===== config.mk =====
export PLATFORM = sky130hd
export DESIGN_NAME = seq_mult_radix4
export DESIGN_NICKNAME = d
export VERILOG_FILES = /design/src/rtl/seq_mult_radix4.sv
export SDC_FILE = /design/constraint.sdc
export NUM_CORES = 1
export LEC_CHECK = 0
export CORE_UTILIZATION = 50
export DETAILED_ROUTE_END_ITERATION = 6
export PLACE_DENSITY = 0.83
export SETUP_SLACK_MARGIN = 0.05
export SYNTH_ARGS = -nofsm -noshare
export SYNTH_HDL_FRONTEND = slang
export SYNTH_SLANG_ARGS = --single-unit

===== constraint.sdc =====
create_clock -name clk -period 4.3 [get_ports clk]
set_input_delay 0.43 -clock clk [delete_from_list [all_inputs] [get_ports clk]]
set_output_delay 0.43 -clock clk [all_outputs]
set_load 0.02 [all_outputs]

===== src/rtl/seq_mult_radix4.sv =====
// Sequential radix-4 multiplier: consumes one two-bit digit of |B| per clock and
// applies the result sign at the end, so signed and unsigned share one datapath.
module seq_mult_radix4 #(
  parameter int WIDTH = 8
) (
  input  logic               clk,
  input  logic               rst,
  input  logic               in_valid,
  output logic               in_ready,
  input  logic [WIDTH-1:0]   A,
  input  logic [WIDTH-1:0]   B,
  input  logic               signed_mode,
  output logic               out_valid,
  input  logic               out_ready,
  output logic [2*WIDTH-1:0] P
);
  localparam int STEPS = WIDTH / 2;
  localparam int CW    = (STEPS > 1) ? $clog2(STEPS) : 1;
  localparam int PW    = 2 * WIDTH;

  typedef enum logic [1:0] {
    IDLE = 2'd0,
    BUSY = 2'd1,
    DONE = 2'd2
  } state_t;

  state_t           state_r;
  logic [PW-1:0]    mcand_r;
  logic [WIDTH-1:0] mplier_r;
  logic [PW-1:0]    acc_r;
  logic [CW-1:0]    step_r;
  logic             sign_r;
  logic             in_ready_r;
  logic             out_valid_r;
  logic [PW-1:0]    p_r;

  logic [PW-1:0]    pp_s;
  logic [PW-1:0]    acc_next_s;
  logic [PW-1:0]    result_s;
  logic             last_s;

  // The most negative input maps to 2^(WIDTH-1), which still fits in WIDTH unsigned bits.
  function automatic logic [WIDTH-1:0] magnitude(input logic [WIDTH-1:0] v, input logic is_signed);
    if (is_signed && v[WIDTH-1]) begin
      return ~v + {{(WIDTH-1){1'b0}}, 1'b1};
    end else begin
      return v;
    end
  endfunction

  assign in_ready  = in_ready_r;
  assign out_valid = out_valid_r;
  assign P         = p_r;

  // Partial product of the current digit (multiplicand is pre-shifted by 2k) and the sum it yields
  always_comb begin
    pp_s = {PW{1'b0}};
    case (mplier_r[1:0])
      2'b00:   pp_s = {PW{1'b0}};
      2'b01:   pp_s = mcand_r;
      2'b10:   pp_s = mcand_r << 1;
      2'b11:   pp_s = mcand_r + (mcand_r << 1);
      default: pp_s = {PW{1'b0}};
    endcase
    acc_next_s = acc_r + pp_s;
    last_s     = (step_r == CW'(STEPS - 1));
    if (sign_r) begin
      result_s = ~acc_next_s + {{(PW-1){1'b0}}, 1'b1};
    end else begin
      result_s = acc_next_s;
    end
  end

  // Control FSM with the datapath registers and registered handshake outputs
  always_ff @(posedge clk) begin
    if (rst) begin
      state_r     <= IDLE;
      in_ready_r  <= 1'b1;
      out_valid_r <= 1'b0;
      p_r         <= {PW{1'b0}};
      acc_r       <= {PW{1'b0}};
      mcand_r     <= {PW{1'b0}};
      mplier_r    <= {WIDTH{1'b0}};
      step_r      <= {CW{1'b0}};
      sign_r      <= 1'b0;
    end else begin
      case (state_r)
        IDLE: begin
          if (in_valid) begin
            mcand_r    <= {{WIDTH{1'b0}}, magnitude(A, signed_mode)};
            mplier_r   <= magnitude(B, signed_mode);
            sign_r     <= signed_mode & (A[WIDTH-1] ^ B[WIDTH-1]);
            acc_r      <= {PW{1'b0}};
            step_r     <= {CW{1'b0}};
            state_r    <= BUSY;
            in_ready_r <= 1'b0;
          end
        end
        BUSY: begin
          acc_r    <= acc_next_s;
          mcand_r  <= mcand_r << 2;
          mplier_r <= mplier_r >> 2;
          step_r   <= step_r + CW'(1);
          if (last_s) begin
            p_r         <= result_s;
            state_r     <= DONE;
            out_valid_r <= 1'b1;
          end
        end
        DONE: begin
          // No accept on the hand-off edge: in_ready only rises once IDLE is reached.
          if (out_ready) begin
            state_r     <= IDLE;
            out_valid_r <= 1'b0;
            in_ready_r  <= 1'b1;
          end
        end
        default: begin
          state_r     <= IDLE;
          in_ready_r  <= 1'b1;
          out_valid_r <= 1'b0;
        end
      endcase
    end
  end

endmodule


==> results.cfg, run 1 <==
[timing]
hold_viol_final = 0
period_share_pct = 106
max_freq_mhz = 220
slew_headroom_pct = 23.9
rsz0062_at_grt = yes
setup_viol = 3
final_max_slew_viol_count = 0
tns_ps = -532
fin_crit_ps = 4550
timing.final.ws_setup_ps = -249
skew_ps = 18.3
worst_pin_slew_ps = 1140

[power_and_ir_drop]
p_comb_share_pct = 24.4
p_leak_nw = 2.42
vdd_drop_max_uv = 116
pwr-share-seq_pct = 42.4
powerDensity_nw_per_um2 = 243
switching_share_pct = 34.1
power.switching_w = 0.000500
power_frac_clock_pct = 33.2
intPower_w = 0.000968

[logic_synthesis]
synth_edf_count = 0
synth_area_um2 = 4670
ys_ff_latch = 63
postSynth.topFlopCell = dfxtp_1
synth.net_count = 663
ys_seq_area_share_pct = 27.0
ys_types = 59
ys_warn_count = 0
syn-instance-count = 607
async_flop_share_pct = 0
avgSynthCellArea_um2 = 7.70

[placed_design]
hpwl_mm = 9.06
pre_cts_slack_ps = -164
globalplace.congestion = 0.942
io_buffers = 38
placed_cell_area_um2 = 5360

[final_layout]
drive_gt1_share_pct = 19.4
final_util_pct = 67.8
final_area_um2 = 6030
fin_nets = 736
n_antenna_cell = 0
syn2layout_area_growth_pct = 29.0

[setup_path]
critPathBufInv = 3
crit_path_end_kind = flop
slowest_stage = fa_2
max_stage_delay_ps = 420
cp_cell_sequence = ha_4 > fa_2 > a211oi_2 > buf_4 > nor3_1 > o31ai_2 > nand2_1 > xor2_1 > mux2i_1 > o21ai_0 > ha_1 > buf_4 > inv_1 > o31ai_4 > a211oi_4 > nor3_4 > o31ai_4 > and4_1 > a311o_1
rr_worst_depth = 19
cp.arrival_ps = 4790
start_kind = flop
critPathTopFamily = compound AO/OA/AOI/OAI gates
required_ps = 4550
r2r_slack_ps = -250
cp_max_fo = 4
path_class = flop to flop
r2r_start = mcand_r[1]
worstReg2RegEnd = P[14]

[run]
maxCapViolations = 0

[clock_tree]
cts.path.max_buffers = 2
clock-sinks = 63
cts_max_level = 3
cts_tree = built
clk_latency_ps = 370
cts-buffers-inserted = 9
clkTransAtPathRegs_ps = 80
root_buffer = clkbuf_8

[hold_path]
hold_depth = 2
min_path_type = flop to flop
hold_start = mplier_r[6]
min_to = mplier_r[6]

[floorplanning]
initial_core_util_pct = 52.6
ios = 39
rows = 34
core_um2 = 8890
die_h_um = 98.7
dieArea_um2 = 9740
chipWidth_um = 98.7

[detailed_routing]
drt_wl_total_mm = 15.2
vias = 5116
ant_nets = 0
dr.pass1.iters = 6
drc = 0
drt-vias-per-instance = 6.45
wl_per_cell_um = 19.1
dr.first_iter.drc_count = 408

[global_route]
overflow = 0
grt_use_total_pct = 26.7
grt_pass1_wl_mm = 21.0
grt_antenna_before_repair = 0
grt_max_degree = 40
grt_pass1_vias = 4601

[outcome]
status = finished with violations
violations = negative setup slack
## cells in the mapped netlist (5+ instances only)
library cell / n / area share [%]
nand2_1: 81 / 6.5
ha_1: 33 / 8.8
nor2_1: 47 / 3.8
a22oi_1: 13 / 2.1
a21oi_1: 64 / 6.9
clkbuf_1: 25 / 2.0
o31ai_1: 7 / 1.1
xor2_1: 25 / 4.7
dfxtp_1: 63 / 27
inv_1: 23 / 1.8
a211oi_1: 17 / 2.7
a221oi_1: 5 / 0.94
o21ai_0: 31 / 3.3
a31oi_1: 6 / 0.80
a21o_1: 13 / 2.1
nor3_1: 14 / 1.5
mux2i_1: 9 / 1.9
xnor2_1: 20 / 3.7
nand3_1: 34 / 3.6
## what timing repair did
item	4_1_cts	5_1_grt
hold endpoints to repair	0	0
setup buffers	3	12
setup endpoints to repair	6	9
hold buffers	0	0
pin swaps	13	43
resized for setup	21	60
## power groups by stage
stage          clock network [W]  registers (W)  logic, W
5_1_grt                 0.000509       0.000624  0.000380
6_report                0.000487       0.000622  0.000359
3_5_place_dp                   0       0.000632  0.000276
4_1_cts                 0.000477       0.000619  0.000290
2_1_floorplan                  0       0.000629  0.000182
3_3_place_gp                   0       0.000631  0.000266
## how the worst max path moves through the flow
stage                          start  cells after the start  slack (ps)     to
after global placement    mcand_r[0]                     20         -20  P[13]
final                     mcand_r[1]                     19        -250  P[14]
after global routing      mcand_r[1]                     20        -350  P[14]
after detailed placement  mcand_r[0]                     19        -160  P[14]
after CTS                 mcand_r[1]                     20          50  P[14]
after floorplan           mcand_r[1]                     19          90  P[14]
## placed cells by master, fill, tap and decap left out, types with 6 or more instances in the layout
| cell type | netlist | layout |
|---|---|---|
| nand2_1 | 81 | 79 |
| mux2i_1 | 9 | 9 |
| a21o_1 | 13 | 13 |
| o21ai_1 | 0 | 8 |
| a211oi_1 | 17 | 13 |
| a21oi_1 | 64 | 59 |
| nor3_1 | 14 | 11 |
| nand3_1 | 34 | 33 |
| dfxtp_1 | 63 | 60 |
| inv_1 | 23 | 23 |
| clkdlybuf4s50_1 | 0 | 37 |
| nor2_1 | 47 | 45 |
| ha_1 | 33 | 28 |
| buf_6 | 1 | 6 |
| buf_4 | 0 | 47 |
| xor2_1 | 25 | 21 |
| a31oi_1 | 6 | 6 |
| clkbuf_8 | 0 | 9 |
| o21ai_0 | 31 | 21 |
| xnor2_1 | 20 | 18 |
| a22oi_1 | 13 | 12 |
## kinds of logic after synthesis
group | count (synthesis) | share of synthesized area, %
flip-flops | 63 | 27.0
adder cells (fa/ha/maj) | 35 | 9.69
multiplexers | 9 | 1.93
AND/OR/NAND/NOR | 216 | 21.5
buffers and inverters | 52 | 4.34
XOR/XNOR | 46 | 8.91
AO/OA/AOI/OAI | 186 | 26.6
## layer usage
metal / routed length (µm) / vias to the layer above / GRT usage, %
met5: 0 / - / 0
met3: 1150 / 90 / 4.89
li1: - / 2348 / -
met1: 5630 / 2389 / 30.7
met2: 7500 / 289 / 47.0
met4: 875 / 0 / 14.8
## flip-flops by register name, summed over array words and instances, names as in the netlist
name and cells:
P 16, acc_r 16, mcand_r 16, mplier_r 8, state_r 2, step_r 2, in_ready 1, out_valid 1
sign_r 1
## per-stage QoR
| step | power, W | instances | hold slack, ps |
|---|---|---|---|
| 3_3_place_gp | 0.000897 | 762 | 439 |
| 6_report | 0.00147 | 793 | 470 |
| 2_1_floorplan | 0.000811 | 607 | 432 |
| 4_1_cts | 0.00139 | 781 | 471 |
| 5_1_grt | 0.00151 | 793 | 494 |
| 3_5_place_dp | 0.000908 | 762 | 452 |
## cell type report
| class | instances | area (µm²) |
|---|---|---|
| Tap cell | 108 | 135 |
| Multi-Input combinational cell | 492 | 3570 |
| Sequential cell | 63 | 1260 |
| Timing Repair Buffer | 91 | 796 |
| Clock buffer | 10 | 128 |
| Clock inverter | 6 | 46.3 |
| Inverter | 23 | 86.3 |
| Fill cell | 654 | 2860 |
## worst register-to-register path, delay by kind of cell (launching register included)
kind / cells / cell delay [ps]
XOR/XNOR: 1 / 180
buffers and inverters: 3 / 430
multiplexers: 1 / 130
AO/OA/AOI/OAI: 7 / 1630
AND/OR/NAND/NOR: 4 / 760
flip-flops: 1 / 340
adder cells (fa/ha/maj): 3 / 970
No activity file was read; power rests on OpenSTA's default activity.
==> inputs of run 2 (changes only) <==
Settings changed: ABC_CLOCK_PERIOD_IN_PS set to 4300, CAP_MARGIN set to 40.
==> results.cfg, run 2 (same netlist as run 1, synthesis figures left out) <==
[outcome]
status = finished with violations
violations = negative setup slack

[final_layout]
final_common_cell = nand2_1
fillCellCount = 648
final_cell_mix = nand2_1 (81), dfxtp_1 (60), a21oi_1 (60)
syn2layout_area_growth_pct = 28.0
final_util_pct = 67.3
drive_gt1_share_pct = 17.2
fin_nets = 728
final_cells = 783
n_antenna_cell = 0

[setup_path]
startpoint = mcand_r[1]
r2r_start = mcand_r[1]
worstReg2RegEnd = P[14]
cp_cell_sequence = buf_4 > ha_4 > a21o_1 > a21oi_2 > o21ba_4 > o21ai_2 > xor2_1 > mux2i_1 > o21ai_1 > ha_1 > buf_4 > and2_2 > nand3_1 > o211a_1 > o31ai_1 > a211oi_2 > nor3_4 > o31ai_4 > and4_1 > a311o_1
cp.arrival_ps = 4670
required_ps = 4540
r2r_slack_ps = -130
crit_path_end_kind = flop
path_class = flop to flop
max_stage_delay_ps = 340
slowest_stage = dfxtp_2
cp-endpoint = P[14]
start_kind = flop
cpMostUsedCell = buf_4
cp_max_fo = 4
rr_worst_depth = 20

[power_and_ir_drop]
powerDensity_nw_per_um2 = 266
p_leak_nw = 2.42
vdd_drop_max_uv = 140

[detailed_routing]
wl_met2_mm = 6.85
drc = 0
dr.first_iter.drc_count = 424
vias = 4900
ant_nets = 0
drt_wl_total_mm = 13.7
dr.pass1.iters = 7
drt-vias-per-instance = 6.26
wl_met3_um = 970
wl_per_cell_um = 17.5
top_layer_used = met4
met1_length_mm = 5.50

[global_route]
grt_max_degree = 40
grt_pass1_wl_mm = 20.7
grt_use_total_pct = 26.2
overflow = 0
grt_pass1_vias = 4622
grt_antenna_before_repair = 0

[clock_tree]
cts_max_level = 3
clkTransAtPathRegs_ps = 70
cts.path.max_buffers = 2
cts-buffers-inserted = 9
clock-sinks = 63
holdBufCountCts = 0
root_buffer = clkbuf_8
cts_tree = built
clk_latency_ps = 350

[run]
maxCapViolations = 0

[floorplanning]
core_um2 = 8890
rows = 34
die_h_um = 98.7
ios = 39
initial_core_util_pct = 52.6
dieArea_um2 = 9740
chipWidth_um = 98.7

[timing]
rsz0062_at_grt = yes
max_freq_mhz = 226
slew_headroom_pct = 42.5
fin_crit_ps = 4430
final_max_slew_viol_count = 0
setup_viol = 2
tns_ps = -135
timing.final.ws_setup_ps = -134
worst_pin_slew_ps = 859
skew_ps = 8.42
period_share_pct = 103
hold_viol_final = 0

[hold_path]
hold_start = mplier_r[6]
min_path_type = flop to flop

[placed_design]
io_buffers = 38
pre_cts_slack_ps = -198
placedCellCount = 764
hpwl_mm = 9.08
globalplace.congestion = 0.942
-- run 2: critical path, delay by kind of cell, from the launching register on --
| kind | cells | cell delay (ps) |
|---|---|---|
| mux | 1 | 140 |
| simple gates | 4 | 890 |
| xor+xnor | 1 | 150 |
| flops | 1 | 340 |
| buf+inv | 2 | 290 |
| compound gates | 10 | 1970 |
| fa+ha+maj | 2 | 540 |
-- run 2: report_power, final --
part           total [W]  switching, W  internal, W
Combinational   0.000336      0.000189     0.000146
Sequential      0.000621     0.0000208     0.000601
Clock           0.000632      0.000239     0.000394
-- run 2: final cells by class --
class / count / area (µm²) / area share, %
Tap cell: 108 / 135 / 2.26
Multi-Input combinational cell: 492 / 3530 / 59.0
Sequential cell: 63 / 1260 / 21.1
Timing Repair Buffer: 83 / 732 / 12.2
Clock inverter: 4 / 95.1 / 1.59
Inverter: 23 / 86.3 / 1.44
Clock buffer: 10 / 138 / 2.30
-- run 2: timing repair --
action	in CTS	in global routing
setup endpoints to repair	6	8
setup buffers	2	3
pin swaps	10	32
gates resized for setup	20	49
-- run 2: through the flow --
stage	cell area [µm²]	hold slack [ps]	power, W
final	5980	470	0.00159
after global routing	5980	488	0.00164
after CTS	5700	467	0.00154
after detailed placement	5380	456	0.000911
after global placement	5360	439	0.000897
after floorplan	4680	432	0.000811
-- run 2: worst min path at each step --
stage / end / slack [ps] / cells after the start
after floorplan: mplier_r[2] / 430 / 2
after global placement: P[2] / 440 / 2
after detailed placement: P[0] / 460 / 2
after CTS: P[0] / 470 / 2
after global routing: mplier_r[6] / 490 / 2
final: mplier_r[6] / 470 / 2
-- run 2: routing by layer --
| metal | up-vias | track usage (%) |
|---|---|---|
| met5 | - | 0 |
| met4 | 0 | 10.1 |
| met3 | 47 | 4.26 |
| met2 | 229 | 47.7 |
| met1 | 2303 | 30.8 |
| li1 | 2321 | - |
==> inputs of run 3 (changes only) <==
Settings changed: CORE_UTILIZATION 50 to 45, PLACE_DENSITY 0.83 to 0.77.
==> results.cfg, run 3 (same netlist as run 1, synthesis figures left out) <==
[setup_path]
worstReg2RegEnd = P[14]
r2r_start = mcand_r[1]
path_class = flop to flop
critPathTopFamily = compound AO/OA/AOI/OAI gates
slowest_stage = or3_4
cp.arrival_ps = 4580
crit_path_end_kind = flop
start_kind = flop
rr_worst_depth = 20
max_stage_delay_ps = 410
r2r_slack_ps = -40
critPathBufInv = 3
cp_cell_sequence = buf_6 > ha_4 > a21o_1 > a21oi_2 > buf_4 > xnor2_1 > nor2_1 > a21oi_2 > o21ai_2 > ha_1 > a21o_4 > buf_4 > a21oi_1 > o21ai_1 > xor2_1 > nand4bb_1 > or3_4 > o31ai_4 > nor4_2 > a311o_1
required_ps = 4540
cp_max_fo = 4

[global_route]
grt_antenna_before_repair = 0
grt_pass1_wl_mm = 21.3
grt_pass1_vias = 4710
grt_use_total_pct = 23.7
overflow = 0
grt_max_degree = 62

[power_and_ir_drop]
powerDensity_nw_per_um2 = 240
p_total_w = 0.00142
p_leak_nw = 2.39
vdd_drop_max_uv = 136

[detailed_routing]
wl_per_cell_um = 16.0
drc = 0
vias = 4822
dr.first_iter.drc_count = 261
drt-vias-per-instance = 5.93
drt_wl_total_mm = 13.0
dr.pass1.iters = 5
ant_nets = 0

[clock_tree]
clock-sinks = 63
cts_tree = built
clkTransAtPathRegs_ps = 80
cts_max_level = 3
root_buffer = clkbuf_8
cts-buffers-inserted = 9
cts.path.max_buffers = 2
clk_latency_ps = 350

[placed_design]
io_buffers = 38
globalplace.congestion = 0.920
hpwl_mm = 8.87
placed_cell_area_um2 = 5420

[floorplanning]
dieArea_um2 = 10800
rows = 36
initial_core_util_pct = 47.2
die_h_um = 104
core_um2 = 9910
ios = 39
chipWidth_um = 104

[timing]
worst_pin_slew_ps = 713
timing.final.ws_setup_ps = -37.7
whs_ps = 358
tns_ps = -37.7
hold_viol_final = 0
skew_ps = 14.5
slew_headroom_pct = 52.4
rsz0062_at_grt = yes
fin_crit_ps = 4340
final_max_slew_viol_count = 0
period_share_pct = 101
max_freq_mhz = 231
setup_viol = 1

[final_layout]
fin_nets = 731
final_common_cell = nand2_1
drive_gt1_share_pct = 16.9
final_area_um2 = 5930
syn2layout_area_growth_pct = 26.8
final_util_pct = 59.8
final_cell_mix = nand2_1 (80), dfxtp_1 (61), a21oi_1 (59)
n_antenna_cell = 0

[hold_path]
min_path_type = input port to flop
hold_depth = 3
min_to = in_ready
hold_start = rst

[outcome]
violations = negative setup slack
status = finished with violations

[run]
maxCapViolations = 0
-- run 3: cell count changes in the layout (fill, tap and decap cells not counted), sizes merged --
cell	before	now
buf	46	49
bufinv	3	0
clkinvlp	0	3
clkinv	1	2
inv	23	24
-- run 3: worst max-delay path by stage --
| stage | from | endpoint | slack [ps] | depth (start not counted) |
|---|---|---|---|---|
| after floorplan | mcand_r[1] | P[14] | 90 | 19 |
| after global placement | mcand_r[1] | P[14] | -20 | 19 |
| after detailed placement | mcand_r[1] | P[13] | -170 | 20 |
| after CTS | mcand_r[1] | P[14] | 60 | 18 |
| after global routing | mcand_r[1] | P[13] | -140 | 21 |
| final | mcand_r[1] | P[14] | -40 | 20 |
-- run 3: cell type report --
cell class,count,area (µm²)
clock buffers,10,138
clock inverters,6,45.0
fillers,853,3980
inverters,23,86.3
multi-input cells,492,3470
flip-flops and latches,63,1270
well taps,133,166
repair buffers,86,758
-- run 3: worst reg2reg max path, delay by kind of cell (launching register included) --
family	cells	cell delay, ps
AOI/OAI and AO/OA	9	1810
and+or+nand+nor	4	770
adders and majority gates	2	570
buffers and inverters	3	410
DFF	1	370
xor gates and xnor gates	2	300
-- run 3: through the flow --
stage / setup slack (ps) / cells
after floorplan: 91.6 / 607
after global placement: -22.6 / 787
after detailed placement: -167 / 789
after CTS: 56.6 / 813
after global routing: -142 / 813
final: -37.7 / 813
-- run 3: layer usage --
metal  track usage [%]  share of wire (%)
met1              27.7                 42
met2              43.3                 50
met3              3.82                5.5
met4              8.78                2.2
met5                 0                  0
-- run 3: timing repair --
action	4_1_cts	5_1_grt
setup endpoints to repair	7	9
buffers inserted	8	3
cloned	0	0
hold buffers	0	0
resized for setup	32	28
pin swaps	25	37
-- run 3: power by group --
group / switching, W / total (W) / internal [W]
Combinational: 0.000179 / 0.000317 / 0.000138
Clock: 0.000256 / 0.000483 / 0.000226
Sequential: 0.0000214 / 0.000621 / 0.000600
Total: 0.000457 / 0.00142 / 0.000965
